## src/rtl/cmd_decode_engine.sv

```systemverilog
// rtl/cmd_decode_engine.sv - byte-stream FILL_RECT/SET_PIXEL decoder with issue strobe and completion wait
// Optional build macro: DECODE_RANGE_CHECK_EN (reject commands that fall outside MAX_X x MAX_Y).
module cmd_decode_engine #(
  parameter int MAX_X = 480,
  parameter int MAX_Y = 640
) (
  input  logic        clk,
  input  logic        rst_,
  input  logic [7:0]  in_data,
  input  logic        in_valid,
  output logic        in_ready,
  input  logic        gen_done,
  output logic        addr_start_strobe,
  output logic [7:0]  cmd_opcode,
  output logic [15:0] cmd_data_origx,
  output logic [15:0] cmd_data_origy,
  output logic [15:0] cmd_data_width,
  output logic [15:0] cmd_data_height,
  output logic [7:0]  cmd_data_color,
  output logic        cmd_busy,
  output logic        cmd_err,
  output logic [15:0] cmd_count
);

  localparam logic [7:0] OP_FILL_RECT = 8'h01;
  localparam logic [7:0] OP_SET_PIXEL = 8'h02;

  typedef enum logic [3:0] {
    IDLE, ORIGX_B1, ORIGX_B2, ORIGY_B1, ORIGY_B2, WIDTH_B1, WIDTH_B2,
    HEIGHT_B1, HEIGHT_B2, COLOR, ISSUE, WAIT
  } state_t;

  state_t state, state_nxt;
  logic   xfer;
  logic   err_nxt;
  logic   reject;

  assign in_ready = !rst_ && (state != ISSUE) && (state != WAIT);
  assign xfer     = in_valid && in_ready;

`ifdef DECODE_RANGE_CHECK_EN
  logic [16:0] x_end;
  logic [16:0] y_end;
  assign x_end  = {1'b0, cmd_data_origx} + {1'b0, cmd_data_height};
  assign y_end  = {1'b0, cmd_data_origy} + {1'b0, cmd_data_width};
  assign reject = (cmd_data_origx >= 16'(MAX_X)) || (cmd_data_origy >= 16'(MAX_Y)) ||
                  (x_end > 17'(MAX_X)) || (y_end > 17'(MAX_Y));
`else
  // Limits only matter when the range check is built in.
  logic unused_limits;
  assign unused_limits = ^{32'(MAX_X), 32'(MAX_Y)};
  assign reject        = 1'b0;
`endif

  always_comb begin
    state_nxt = state;
    err_nxt   = 1'b0;
    case (state)
      IDLE: if (xfer) begin
        if (in_data == OP_FILL_RECT || in_data == OP_SET_PIXEL) state_nxt = ORIGX_B1;
        else err_nxt = 1'b1;
      end
      ORIGX_B1:  if (xfer) state_nxt = ORIGX_B2;
      ORIGX_B2:  if (xfer) state_nxt = ORIGY_B1;
      ORIGY_B1:  if (xfer) state_nxt = ORIGY_B2;
      ORIGY_B2:  if (xfer) state_nxt = (cmd_opcode == OP_SET_PIXEL) ? COLOR : WIDTH_B1;
      WIDTH_B1:  if (xfer) state_nxt = WIDTH_B2;
      WIDTH_B2:  if (xfer) state_nxt = HEIGHT_B1;
      HEIGHT_B1: if (xfer) state_nxt = HEIGHT_B2;
      HEIGHT_B2: if (xfer) state_nxt = COLOR;
      COLOR: if (xfer) begin
        if (reject) begin
          state_nxt = IDLE;
          err_nxt   = 1'b1;
        end else begin
          state_nxt = ISSUE;
        end
      end
      ISSUE:   state_nxt = WAIT;
      WAIT:    if (gen_done) state_nxt = IDLE;
      default: state_nxt = IDLE;
    endcase
  end

  always_ff @(posedge clk or posedge rst_) begin
    if (rst_) begin
      state             <= IDLE;
      addr_start_strobe <= 1'b0;
      cmd_busy          <= 1'b0;
      cmd_err           <= 1'b0;
      cmd_count         <= 16'd0;
      cmd_opcode        <= 8'd0;
      cmd_data_origx    <= 16'd0;
      cmd_data_origy    <= 16'd0;
      cmd_data_width    <= 16'd0;
      cmd_data_height   <= 16'd0;
      cmd_data_color    <= 8'd0;
    end else begin
      state             <= state_nxt;
      addr_start_strobe <= (state_nxt == ISSUE);
      cmd_busy          <= (state_nxt == ISSUE) || (state_nxt == WAIT);
      cmd_err           <= err_nxt;
      if (state_nxt == ISSUE) cmd_count <= cmd_count + 16'd1;
      // Fields fill in place as bytes arrive, MSB byte first.
      if (xfer) begin
        case (state)
          IDLE: if (state_nxt == ORIGX_B1) begin
            cmd_opcode <= in_data;
            if (in_data == OP_SET_PIXEL) begin
              cmd_data_width  <= 16'd1;
              cmd_data_height <= 16'd1;
            end
          end
          ORIGX_B1:  cmd_data_origx[15:8]  <= in_data;
          ORIGX_B2:  cmd_data_origx[7:0]   <= in_data;
          ORIGY_B1:  cmd_data_origy[15:8]  <= in_data;
          ORIGY_B2:  cmd_data_origy[7:0]   <= in_data;
          WIDTH_B1:  cmd_data_width[15:8]  <= in_data;
          WIDTH_B2:  cmd_data_width[7:0]   <= in_data;
          HEIGHT_B1: cmd_data_height[15:8] <= in_data;
          HEIGHT_B2: cmd_data_height[7:0]  <= in_data;
          COLOR:     cmd_data_color        <= in_data;
          default: ;
        endcase
      end
    end
  end

endmodule

```

## config.mk

```make
export PLATFORM = sky130hd
export DESIGN_NAME = cmd_decode_engine
export DESIGN_NICKNAME = d
export VERILOG_FILES = /design/src/rtl/cmd_decode_engine.sv
export SDC_FILE = /design/constraint.sdc
export NUM_CORES = 1
export LEC_CHECK = 0
export CAP_MARGIN = 20
export CORE_ASPECT_RATIO = 0.5
export CORE_UTILIZATION = 49
export CTS_CLUSTER_DIAMETER = 50
export DETAILED_ROUTE_END_ITERATION = 7
export GPL_TIMING_DRIVEN = 1
export HOLD_SLACK_MARGIN = 0.12
export PLACE_DENSITY = 0.8
export SLEW_MARGIN = 10
export SYNTH_ARGS = -nofsm -noshare
export SYNTH_HDL_FRONTEND = slang
export SYNTH_SLANG_ARGS = --single-unit
```

## constraint.sdc

```tcl
create_clock -name clk -period 3.9 [get_ports clk]
set_input_delay 0.585 -clock clk [delete_from_list [all_inputs] [get_ports clk]]
set_output_delay 0.585 -clock clk [all_outputs]
set_load 0.02 [all_outputs]
```

==> results of run 1 <==
==> worst max-delay path, delay by kind of cell <==
family / cells / cell delay (ns)
buffers and inverters: 2 / 0.73
AND/OR/NAND/NOR: 3 / 1.55
AO/OA/AOI/OAI: 1 / 0.11
multiplexers: 1 / 0.41
==> sequential cells by signal (all words and copies together), names as in the netlist <==
name	cells
state	4
cmd_data_origx	16
cmd_data_width	16
cmd_count	16
cmd_data_origy	16
cmd_data_color	8
cmd_err	1
addr_start_strobe	1
cmd_data_height	16
cmd_opcode	8
cmd_busy	1
==> layout by cell type, fill, tap and decap left out, types with 10 or more instances in the layout <==
| cell | instances |
|---|---|
| sky130_fd_sc_hd__xor2_1 | 15 |
| sky130_fd_sc_hd__mux2_2 | 32 |
| sky130_fd_sc_hd__dfrtp_1 | 103 |
| sky130_fd_sc_hd__clkdlybuf4s50_1 | 111 |
| sky130_fd_sc_hd__nand2_1 | 10 |
| sky130_fd_sc_hd__buf_4 | 13 |
| sky130_fd_sc_hd__a22o_1 | 30 |
==> metrics by stage <==
step	util [%]	instances	hold WS (ns)	worst slack, ns	power, W
detailed placement	67.2	538	0.470	0.467	0.00369
floorplan	-	324	0.532	0.180	0.00275
global route	70.7	554	0.503	0.576	0.00474
CTS	70.6	554	0.486	0.786	0.00455
global placement	67.2	538	0.461	0.606	0.00362
finish	70.7	554	0.485	0.740	0.00453
==> worst max-delay path by stage <==
stage | endpoint | from | slack (ns) | cells after the start
5_1_grt | cmd_data_color[6] | in_valid | 0.58 | 7
2_1_floorplan | in_ready | rst_ | 0.18 | 2
3_5_place_dp | cmd_data_color[6] | rst_ | 0.47 | 7
6_report | cmd_data_color[6] | rst_ | 0.74 | 7
4_1_cts | cmd_data_color[6] | rst_ | 0.79 | 7
3_3_place_gp | cmd_data_color[6] | rst_ | 0.61 | 7
==> kinds of logic (layout without fill, tap and decap cells) <==
family          Yosys count  count (layout)  share of synthesized area, %
flops                   103             103                          60.0
simple gates             83              83                          12.2
compound gates           50              50                          9.85
mux                      40              40                          11.2
buf+inv                  31             149                          3.20
xor+xnor                 16              16                          3.26
fa+ha+maj                 1               1                         0.291
==> layout make-up <==
class	count	area (µm²)
tap	112	140
multi-input combinational	190	1580
clock buffer	10	239
timing repair buffer	125	1220
fill	556	2420
sequential	103	2580
inverter	8	32.5
clock inverter	6	46.3
==> cell usage after synthesis, drive strengths merged (3+ instances only) <==
| master | instances |
|---|---|
| a22o | 30 |
| o21ai | 4 |
| inv | 8 |
| and2 | 4 |
| nand3b | 3 |
| xor2 | 15 |
| nand3 | 8 |
| a21oi | 3 |
| buf | 10 |
| and2b | 6 |
| nor4b | 3 |
| nor2 | 10 |
| or4 | 3 |
| nor4 | 10 |
| nor3 | 9 |
| nand2 | 10 |
| mux2 | 40 |
| nand4 | 4 |
| clkbuf | 13 |
| nand2b | 3 |
| dfrtp | 103 |
==> per-layer routing <==
| layer | vias up | GRT usage [%] | wire length [µm] | part of all wire (%) |
|---|---|---|---|---|
| li1 | 1412 | - | - | - |
| met1 | 1609 | 34.2 | 4890 | 45 |
| met2 | 116 | 40.2 | 5130 | 48 |
| met3 | 11 | 5.70 | 622 | 5.8 |
| met4 | 0 | 7.58 | 118 | 1.1 |
| met5 | - | 0 | 0 | 0 |
==> power groups by stage <==
stage | sequential [W] | combinational, W | clock (W)
after floorplan | 0.00211 | 0.000640 | 0
after global placement | 0.00175 | 0.00188 | 0
after detailed placement | 0.00177 | 0.00192 | 0
after CTS | 0.00175 | 0.00193 | 0.000862
after global routing | 0.00180 | 0.00203 | 0.000910
final | 0.00176 | 0.00192 | 0.000851
==> impl_summary.md, run 1 <==
Finish
0 antenna diodes ended up in the layout. The final cell area excluding filler cells is 5840 µm². Relative to the synthesized area, the layout overhead comes to 35.9%. The share of final-layout standard cells stronger than drive strength 1 is 17.9%.

In the final design database the tool counted 450 nets.

Power and ir drop
The share of total power in the clock network is 18.8%. The static power due to leakage is 2.64 nW. Combinational logic is responsible for 42.3% of the overall power. In this run switching power makes up 35.9% of total power. The internal power consumption is 0.00290 W. Across the VDD grid, the largest voltage drop is 0.510 mV. For this design the ratio of total power to cell area is 775 nW/µm².

In this run, flip-flops and latches consume 38.8% of the power. Summed over all nets, the switching power comes to 0.00163 W.

Global routing
The first global-routing pass estimated 17.0 mm of wire. The total global routing overflow is 0. The initial antenna violation count came to 0.

Entering global routing, the biggest net connects 94 pins. The number of global-route vias before repair was 3139. For this run, the total global-route usage over all layers was measured as 24.9%.

Clock tree
The cell at the root of the clock tree is sky130_fd_sc_hd__clkbuf_16. The deepest clock path buffer count is 2. The H-tree generated during clock tree synthesis spans 3 levels.

At the later pin of the worst-skew pair, clock insertion delay measures 0.34 ns. The number of buffers created by CTS is 9. The clock-pin slew on the worst setup and hold paths is 0.07 ns. Post-CTS repair changed the size of 0 cells. The clock sink total is 103. The number of buffers added to fix hold violations after cts is 0. The TritonCTS clock tree is yes.

The post-CTS setup buffer count is 0.

Critical path
The critical path is of the in2reg type. At the worst endpoint, the arrival time is 3.39 ns. The depth of the worst register-to-register path is 6.

Data on the critical path is required at its endpoint by 4.13 ns. The delay of the slowest critical-path stage is 0.58 ns. The critical path goes through clkdlybuf4s50_1 > nor4bb_1 > and2_1 > o31ai_2 > buf_4 > nor2_2 > mux2_2. In this run the critical register-to-register path is launched from state[2]. The critical path endpoint category is a flop. The nature of the critical path startpoint is a primary input. In this run the register-to-register setup slack is 0.90 ns. The critical-path cell with the highest stage delay is sky130_fd_sc_hd__nor2_2.

The endpoint of the most critical register-to-register path is cmd_data_color[6]. The biggest fanout along the worst timing path is 16.

Timing
Derived from the worst setup path, the maximum achievable clock frequency is 316 MHz. Headroom to the max-slew limit came out at 45.9%. The count of final max-slew check failures came to 0. At the pin with the least slew margin, the transition time is 0.811 ns. Setup repair after global routing left no endpoint under its margin. The number of hold violations in the final report is 0.

The clock period could shrink to 3.16 ns. The final setup TNS is 0 ns. The largest clock skew in the final design is 0.00761 ns.

Setup violations remaining at the end of the flow were counted as 0. In the finished design, the share of the clock period the worst path needs comes to 81.0%.

Route
After detailed routing, the number of remaining DRC violations is 0. The average wire length per cell after detail routing is 19.4 µm. The pre-antenna-repair detailed-routing pass consisted of 4 iterations. The DRC marker count from the first detailed-route iteration is 230.

The total length of routed wires is 10.8 mm. The via count is 3148. Dividing the detail-routed via count by the number of cells gives 5.68. The number of nets with antenna violations after detailed routing is 0.

Worst hold path
The worst hold path class is reg2reg. The path with the worst hold slack has its endpoint at cmd_count[15]. The worst min-delay path startpoint is cmd_count[15].

The cell depth of the worst hold path is 1.

Placed design
The number of buffers added on ports is 111. The placed cell area is 5550 µm². The estimated wirelength of the detail-placed design is 7.46 mm.

The routability congestion estimate from global placement is 0.915.

Synthesis
The post-synthesis async set-or-reset flop share is 100%. Yosys printed 0 warnings. The netlist uses 49 different library cells. Yosys mapped a number of flops with a built-in enable equal to 0.

The sequential share of the synthesized area is 60.0%. Synthesis inferred 103 register bits. The number of nets in the synthesized netlist is 337. The dominant synthesized flop cell is sky130_fd_sc_hd__dfrtp_1.

Dividing the synthesized area by the synthesized cell count gives 13.3 µm². Synthesis handed over a netlist of 324 instances. The most area-hungry cell type in the Yosys netlist is sky130_fd_sc_hd__dfrtp_1. The share of the synthesized area in the top cell type is 60.0%. The cell area after synthesis is 4300 µm². By area the synthesized netlist is led by sky130_fd_sc_hd__dfrtp_1, sky130_fd_sc_hd__mux2_2, sky130_fd_sc_hd__a22o_1.

Floorplan
The die footprint is 9170 µm². Measured along the x axis, the die boundary spans 134 µm. In this run the standard cell core region covers 8260 µm². From bottom edge to top edge, the die measures 68.2 µm. In this run the count of I/O pins placed on the die edge is 112. For this configuration, the core starts out at a cell density of 52.0%. The floorplan has 23 rows.

Run
The max-cap violation count is 0.

Outcome
The flow ran to the end, and the final reports show no timing, DRC or antenna violations.
Note: power is estimated with default switching activity, not from simulation.
==> inputs of run 2 (changes only) <==
Settings changed: CORE_UTILIZATION 49 to 44, PLACE_DENSITY 0.8 to 0.76.
Clock period 3.9 ns to 2.7 ns, I/O delays scaled along.
==> run 2 against run 1 <==
The run now ends with DRC left. Critical endpoint is now cmd_count[11]. Sequential power is 41% higher. Power grew 49%. Final cell count grew 6.0%. Largest cell class unchanged. Utilization shrank 7.3 points. Clock power up 63%. Combinational power grew 49%. Die area rose by 11%. Register-to-register slack worse by 0.63 ns. First-iteration DRC count down 27%. Critical path depth stayed put. Global-route usage shrank 2.5 points. Non-clock buffer count rose by 10.
==> impl_summary.md, run 2 (synthesized netlist as in run 1, its figures left out) <==
Placed design
The routability congestion estimate from global placement is 0.851 (-7.0%). The estimated wirelength of the detail-placed design is 7.27 mm (-2.5%). The number of buffers added on ports is 111 (unchanged). The worst setup timing slack at the placement stage is -0.0719 ns (-0.539 ns).

Critical path
The worst endpoint required time was 2.96 ns (-1.17 ns). The critical path endpoint category is a flop. The critical path starts at rst_.

In this run the critical register-to-register path is captured at cmd_count[11]. The delay of the slowest critical-path stage is 0.52 ns (-0.06 ns). The data arrival time of the critical path is 2.69 ns (-0.70 ns).

The count of buffer and inverter cells on the critical path is 2 (unchanged). The setup slack of the worst register-to-register path is 0.27 ns (-0.63 ns). The depth of the worst register-to-register path is 6 (unchanged). The gate family responsible for the most delay along the worst path is simple AND/OR/NAND/NOR gates.

On the critical path, the stage with the largest delay is an instance of sky130_fd_sc_hd__clkdlybuf4s50_1. The nature of the critical path startpoint is a primary input. The destination of the critical timing path is cmd_count[11]. The critical path depth in cells is 7 (unchanged). The launch instance of the worst register-to-register path is state[2]. The biggest fanout along the worst timing path came to 15 (-1). The signal on the critical path passes through clkdlybuf4s50_1 > nor4bb_1 > and4_1 > o31ai_2 > buf_4 > nor4_1 > xor2_1.

The critical path is of the in2reg type.

Finish
The count of filler cells inserted in the layout was 754 (+36%). The area growth from synthesis to layout is 39.4%. The number of nets in the layout is 460 (+2.2%). In the layout the commonest cells are sky130_fd_sc_hd__clkdlybuf4s50_1, sky130_fd_sc_hd__dfrtp_1, sky130_fd_sc_hd__mux2_2.

The area taken by flip-flops and latches is 2580 µm² (unchanged). The area of the multi-input gates is 1580 µm² (unchanged). The share of final-layout standard cells stronger than drive strength 1 is 19.5% (+1.6 points). The number of antenna cells inserted is 0 (unchanged). The most common cell after layout, fill and taps aside is sky130_fd_sc_hd__clkdlybuf4s50_1.

Timing
Setup repair after global routing left no endpoint under its margin. The count of final max-slew check failures was 0 (unchanged). Based on the critical path, the design can be clocked at up to 411 MHz. The setup violation total in the final timing report is 0 (unchanged). The final period demand of the worst path is 2.44 ns. In the finished design, the share of the clock period the worst path needs comes to 90.2%. The remaining max-slew budget at the tightest pin was 51.3% (+5.4 points).

The actual transition at the worst max-transition pin is 0.730 ns (-0.0810 ns). The final setup TNS is 0 ns (unchanged). The number of hold violations in the final report is 0 (unchanged). The largest clock skew in the final design is 0.00891 ns (+0.00130 ns).

The post-layout worst setup margin is 0.264 ns (-0.476 ns). The worst hold-check slack is 0.483 ns (-0.00158 ns).

Route
The via count is 3075 (-2.3%). The post-detailed-route via-to-cell ratio is 5.24 (-7.8%). The number of iterations in the first detailed-routing pass is 6 (+2).

The DRC marker count from the first detailed-route iteration was 167 (-27%). The total length of routed wires is 10.5 mm (-2.1%). The number of DRC violations after detailed routing is 1 (+1). The average wire length per cell after detail routing is 17.9 µm (-7.6%). The number of nets with antenna violations after detailed routing is 0 (unchanged).

Floorplan
The I/O pin count is 112 (unchanged). The die boundary height came to 71.9 µm (+5.4%). The starting utilization of the core area is 45.5% (-6.5 points). The placeable core area is 9450 µm² (+14%). The count of standard-cell rows came to 25 (+8.7%). The die footprint is 10200 µm² (+11%).

The die extent in x came to 142 µm (+5.4%).

Power and ir drop
The sequential share of power is 36.8% (-2.0 points). The maximum vdd drop came to 0.483 mV (-5.3%). The net switching power of the design was 0.00232 W (+43%). The total power per unit cell area is 1120 nW/µm² (+45%).

The static power due to leakage is 2.71 nW (+2.6%). The fraction of power spent switching nets is 34.5% (-1.5 points). The internal power consumption is 0.00441 W (+52%).

The share of total power in the clock network is 20.7% (+1.9 points). The combinational cell fraction of total power is 42.5% (+0.2 points).

Clock tree
TritonCTS built the clock tree. The deepest clock path buffer count is 2 (unchanged). The number of H-tree branching levels is 3 (unchanged). The post-CTS setup buffer count is 0 (unchanged). The number of buffers created by CTS is 9 (unchanged). The clock sink total came to 103 (unchanged). The number of buffers added to fix hold violations after cts is 0 (unchanged). The cell at the root of the clock tree is sky130_fd_sc_hd__clkbuf_16.

The number of instances resized during post-cts repair is 0 (unchanged). The clock-pin slew on the worst setup and hold paths came to 0.07 ns (about the same). The clock latency at the later pin of the worst-skew pair is 0.34 ns (about the same).

Worst hold path
The worst min-delay path startpoint is cmd_count[15]. In this run the worst hold path is classified as reg2reg.

Run
The max-cap violation count is 0 (unchanged).

Global routing
The met2 track demand over resource was 34.8% (-5.4 points). The largest net degree at the start of global routing is 60 (-36%). The initial antenna violation count was 0 (unchanged). The total global routing overflow is 0 (unchanged). The number of global-route vias before repair was 3020 (-3.8%). The global-route met1 utilization is 31.5% (-2.7 points). The global-route met3 utilization is 5.28% (-0.42 points). The first-pass GRT wire length is 17.0 mm (about the same). The layer with the highest usage after global routing is met2. The overall routing resource usage is 22.4% (-2.5 points).

Outcome
The final reports fail on DRC. The run finished, with violations left.
## run 2: final cells by class
| cell class | instances | area share (%) |
|---|---|---|
| clock buffers | 11 | 4.05 |
| clock inverters | 5 | 1.36 |
| inverters | 8 | 0.564 |
| multi-input cells | 190 | 26.4 |
| flip-flops and latches | 103 | 43.0 |
| well taps | 135 | 2.82 |
| repair buffers | 135 | 21.8 |
## run 2: worst min-delay path by stage
stage	depth (start not counted)	end	slack (ns)
CTS	1	cmd_count[15]	0.48
global route	1	cmd_count[15]	0.50
global placement	1	cmd_count[15]	0.46
floorplan	3	cmd_err	0.53
detailed placement	1	cmd_count[15]	0.46
finish	1	cmd_count[15]	0.48
## run 2: routing by layer
metal | up-vias | part of all wire (%) | wire, µm
met4 | 0 | 1.0 | 107
met1 | 1559 | 48 | 5020
li1 | 1423 | - | -
met3 | 10 | 4.2 | 446
met2 | 83 | 47 | 4950
met5 | - | 0 | 0
## run 2: power by group through the flow
stage	Clock, W	Sequential, W	Combinational, W
after floorplan	0	0.00305	0.000925
after global placement	0	0.00249	0.00282
after detailed placement	0	0.00250	0.00287
after CTS	0.00142	0.00248	0.00288
after global routing	0.00148	0.00256	0.00302
final	0.00139	0.00248	0.00286
## run 2: stage by stage
stage	area, µm²	instances	total power [W]	util (%)
2_1_floorplan	4300	324	0.00398	-
3_3_place_gp	5660	571	0.00531	60.0
3_5_place_dp	5660	571	0.00536	60.0
4_1_cts	5990	587	0.00677	63.4
5_1_grt	5990	587	0.00706	63.4
6_report	5990	587	0.00673	63.4
==> inputs of run 3 (changes only) <==
Settings changed: SKIP_LAST_GASP from default to 1.
==> results of run 3 <==
No change in the layout: final DEF, timing and power equal those of run 2.
==> RTL change 1: new RTL, flow settings as in run 1 <==
Build with the macro `DECODE_RANGE_CHECK_EN` defined.
--- a/src/rtl/cmd_decode_engine.sv
+++ b/src/rtl/cmd_decode_engine.sv
@@ -2,2 +2,4 @@
 // Optional build macro: DECODE_RANGE_CHECK_EN (reject commands that fall outside MAX_X x MAX_Y).
+`define DECODE_RANGE_CHECK_EN
+
 module cmd_decode_engine #(
Function: changed (a bounded check fails within 10 cycles, from zero or initial values and one cycle with rst_ high).
==> RTL change 1 against run 1 <==
Critical path depth up 4; die area up 43%; sequential cell count unchanged; routed wire length up 70%; area after synthesis up 44%; via count up 78%; setup slack worse by 440 ps; final area up 34%; sequential share of layout area down 11 points; total power up 24%; hold slack worse by 15 ps; critical endpoint is now cmd_count[1].
==> RTL change 1: results (changes against run 1) <==
.. list-table::
   :header-rows: 1

   * - Metric
     - Value
   * - Worst VDD drop
     - 0.286 mV (was 0.510 mV)
   * - Static Leak
     - 3.51 nW (was 2.64 nW)
   * - Share of post-route cells with drive strength above 1
     - 12.4% (was 17.9%)
   * - Iteration-0 DRC count of the detailed router
     - 449 (was 230)
   * - Post-synth cell types
     - 72 (was 49)
   * - Mux share of post-synthesis cell area
     - 7.45% (was 11.2%)
   * - Data arrival at the endpoint of the critical path
     - 3840 ps (was 3390 ps)
   * - Final routed wire length divided by cell count
     - 19.8 µm (was 19.4 µm)
   * - Worst hold slack across all endpoints
     - 470 ps (was 485 ps)
   * - Power consumed by the clock network
     - 0.972 mW (was 0.851 mW)
   * - Routing usage on met3
     - 5.92% (was 5.70%)
   * - Detailed-route vias per instance
     - 6.06 (was 5.68)
   * - Placement Setup Slack
     - 370 ps (was 467 ps)
   * - Result of the run
     - complete, no violations (unchanged)
   * - Fraction of post-synthesis cell area in the top cell type by area
     - 41.7% (was 60.0%)
   * - Routability congestion estimate from global placement
     - 0.970 (was 0.915)
   * - Number of standard cells after synthesis
     - 642 (was 324)
   * - Number of nets produced by synthesis
     - 689 (was 337)
   * - Horizontal die dimension
     - 161 µm (was 134 µm)
   * - Minimum setup slack among reg-to-reg paths
     - 300 ps (was 900 ps)
   * - Gate family responsible for the most delay along the worst path
     - compound AO/OA/AOI/OAI gates (was simple AND/OR/NAND/NOR gates)
   * - Seq/Total Area, Yosys
     - 41.7% (was 60.0%)
   * - Fraction of the mapped netlist area in compound gates
     - 15.4% (was 9.85%)
   * - Comb pwr
     - 2.89 mW (was 1.92 mW)
   * - Number of placed cells counting well taps
     - 905 (was 538)
   * - Drt pass-1 iters
     - 5 (was 4)
   * - Transition at the pin with the smallest max-transition slack
     - 968 ps (was 811 ps)
   * - Clk_skew
     - 9.74 ps (was 7.61 ps)
   * - Reg2Reg Launch Point
     - cmd_data_origx[0] (was state[2])
   * - Vias after detailed routing
     - 5595 (was 3148)
==> RTL change 1: changes by cell type after synthesis, sizes merged, moves of 8 or more <==
cell	before	now
clkbuf	13	23
xnor2	1	22
nor2b	0	9
a21oi	3	34
nand3	8	43
a21o	0	10
o211ai	1	9
ha	1	33
o21ai	4	42
inv	8	28
nand4	4	19
nand2	10	65
nor2	10	32
a22o	30	0
==> RTL change 1: how the worst max path moves through the flow <==
stage,slack (ps),to,from,cells past startpoint
2_1_floorplan,570,cmd_count[4],cmd_data_origy[0],13
6_report,300,cmd_count[1],cmd_data_origx[0],11
3_5_place_dp,370,cmd_count[1],cmd_data_origx[0],11
4_1_cts,340,cmd_count[1],cmd_data_origy[0],11
5_1_grt,120,cmd_count[1],cmd_data_origy[0],11
3_3_place_gp,430,cmd_count[1],cmd_data_origy[0],11
==> RTL change 1: cell families (layout without fill, tap and decap cells) <==
kind of cell	Yosys count	count (layout)
AO/OA/AOI/OAI	141	141
XOR/XNOR	32	32
adder cells (fa/ha/maj)	35	35
buffers and inverters	59	175
flip-flops	103	103
multiplexers	41	41
AND/OR/NAND/NOR	231	231
==> RTL change 1: final cells by class <==
type / count / area, µm² / share of cell area (%)
multi-input cells: 480 / 3360 / 42.8
flip-flops and latches: 103 / 2580 / 32.9
repair buffers: 131 / 1270 / 16.2
clock buffers: 9 / 225 / 2.87
well taps: 165 / 206 / 2.63
inverters: 28 / 108 / 1.37
clock inverters: 7 / 97.6 / 1.24
==> RTL change 1: routing by layer <==
layer / routed length, µm / part of all wire, %
met1: 8450 / 46
met2: 7950 / 44
met3: 1500 / 8.2
met4: 348 / 1.9
met5: 0 / 0
==> RTL change 2: new RTL, flow settings as in run 1 <==
Made on the original files. Re-encode `state_t` (12 states) as one-hot, 12 bits wide.
--- a/src/rtl/cmd_decode_engine.sv
+++ b/src/rtl/cmd_decode_engine.sv
@@ -27,5 +27,5 @@
 
-  typedef enum logic [3:0] {
-    IDLE, ORIGX_B1, ORIGX_B2, ORIGY_B1, ORIGY_B2, WIDTH_B1, WIDTH_B2,
-    HEIGHT_B1, HEIGHT_B2, COLOR, ISSUE, WAIT
+  typedef enum logic [11:0] {
+    IDLE = 12'b000000000001, ORIGX_B1 = 12'b000000000010, ORIGX_B2 = 12'b000000000100, ORIGY_B1 = 12'b000000001000, ORIGY_B2 = 12'b000000010000, WIDTH_B1 = 12'b000000100000, WIDTH_B2 = 12'b000001000000,
+    HEIGHT_B1 = 12'b000010000000, HEIGHT_B2 = 12'b000100000000, COLOR = 12'b001000000000, ISSUE = 12'b010000000000, WAIT = 12'b100000000000
   } state_t;
Behaviour: same outputs for any inputs over 10 cycles, from zero or initial values and one cycle with rst_ high; not proved beyond that.
==> RTL change 2 against run 1 <==
Count of clock-buffer cells in the layout fell by 1; register-to-register slack improved by 360 ps; critical path type is now flop to output port; sequential share of layout area fell by 1.5 points; sequential cell count rose by 8; highest routed layer unchanged; area after synthesis rose by 16%; setup slack got worse by 26 ps; routed wire length rose by 9.7%; clock skew fell by 2.0 ps; final area rose by 12%.
Power is not compared: it rests on default switching activity, and its combinational part moved more than twofold at a synthesized area within 25%.
==> RTL change 2: results (changes against run 1) <==
.. list-table::
   :header-rows: 1

   * - Metric
     - Value
   * - Design Power
     - 2.33 mW
   * - CP max FO
     - 10 (was 16)
   * - Final Net Count
     - 561 (was 450)
   * - Kind of end point of the critical path
     - output port (was flop)
   * - Worst VDD drop
     - 0.241 mV
   * - Most common library cells after synthesis
     - dfrtp_1 (110), nand2_1 (65), mux2_2 (30), nand3_1 (26), o21ai_0 (17) (was dfrtp_1 (103), mux2_2 (32), a22o_1 (30), xor2_1 (15), clkbuf_1 (13))
   * - Slew HR
     - 48.2% (was 45.9%)
   * - Startpoint of the worst hold path
     - cmd_data_color[1] (was cmd_count[15])
   * - Minimum setup slack among reg-to-reg paths
     - 1260 ps (was 900 ps)
   * - Iteration-0 DRC count of the detailed router
     - 327 (was 230)
   * - Overall Global Routing Usage
     - 23.9% (was 24.9%)
   * - Setup fix buffers added after clock tree synthesis
     - 0 (unchanged)
   * - Path depth of the worst reg2reg path
     - 5 (was 6)
   * - Clk_skew
     - 5.57 ps (was 7.61 ps)
   * - Share of post-route cells with drive strength above 1
     - 15.0% (was 17.9%)
   * - Placed inst area
     - 6210 µm² (was 5550 µm²)
   * - Critical path type
     - flop to output port (was primary input to flop)
   * - Data arrival at the endpoint of the critical path
     - 2600 ps (was 3390 ps)
   * - Clk pin slew, worst setup/hold paths
     - 70 ps (about the same)
   * - Top cells by area, synth
     - dfrtp_1 (55%), mux2_2 (6.8%), nand2_1 (4.9%) (was dfrtp_1 (60%), mux2_2 (8.4%), a22o_1 (6.1%))
   * - Avg Inst Size Synth
     - 11.2 µm² (was 13.3 µm²)
   * - Detailed placer's ending HPWL
     - 8000 µm (was 7460 µm)
   * - Hold depth
     - 2 (was 1)
   * - Number of placed cells counting well taps
     - 672 (was 538)
   * - Routability congestion estimate from global placement
     - 0.856 (was 0.915)
   * - Endpoint, Worst Hold
     - cmd_data_color[1] (was cmd_count[15])
   * - Number of nets produced by synthesis
     - 461 (was 337)
   * - Vias after detailed routing
     - 3698 (was 3148)
   * - Reg2Reg Launch Point
     - state[5] (was state[2])
   * - Result of the run
     - complete, no violations (unchanged)
   * - Final routed wire length divided by cell count
     - 17.1 µm (was 19.4 µm)
   * - R2R Path End
     - cmd_opcode[0] (was cmd_data_color[6])
   * - Endpoint of the worst setup timing path
     - in_ready (was cmd_data_color[6])
   * - Post-synth cell types
     - 63 (was 49)
   * - Worst hold slack across all endpoints
     - 473 ps (was 485 ps)
   * - Final Core Density
     - 67.4% (was 70.7%)
   * - Number of buffers added on ports
     - 111 (unchanged)
   * - Global-route wire length before repair
     - 18900 µm (was 17000 µm)
   * - Largest net degree at the start of global routing
     - 62 (was 94)
   * - Placement Setup Slack
     - 783 ps (was 467 ps)
   * - Final Critical Period
     - 3190 ps (was 3160 ps)
   * - # fillers
     - 705 (was 556)
   * - Final WL
     - 11800 µm (was 10800 µm)
   * - Seq/Total Area, Yosys
     - 55.6% (was 60.0%)
   * - Vias in the first global route
     - 3511 (was 3139)
RTL change 2: worst max-delay path: stages, from the launching register on:
cell and delay, ps:
dfrtp_1 530, nor4_4 560, and3_1 370, and2_1 220, nor2_1 50, clkdlybuf4s50_1 530
RTL change 2: logic make-up after synthesis:
logic type	after synthesis	synth area share, %
muxes	33	7.56
xor gates and xnor gates	21	3.68
buffers and inverters	42	3.93
and+or+nand+nor	182	20.9
AOI/OAI and AO/OA	58	8.08
adders and majority gates	1	0.250
DFF	111	55.6
RTL change 2: routing by layer:
metal  up-vias  global-route usage (%)  wire length [µm]
met5         -                       0                 0
met1      1833                    35.9              5710
met3         9                    5.41               705
met4         0                    6.08               106
met2       115                    35.0              5270
li1       1741                       -                 -
RTL change 2: area by class of cell:
cell class,count,area share [%]
Tap cell,135,2.59
Multi-Input combinational cell,295,31.2
Timing Repair Buffer,117,17.9
Inverter,14,0.845
Sequential cell,111,42.7
Clock inverter,7,1.27
Clock buffer,9,3.46
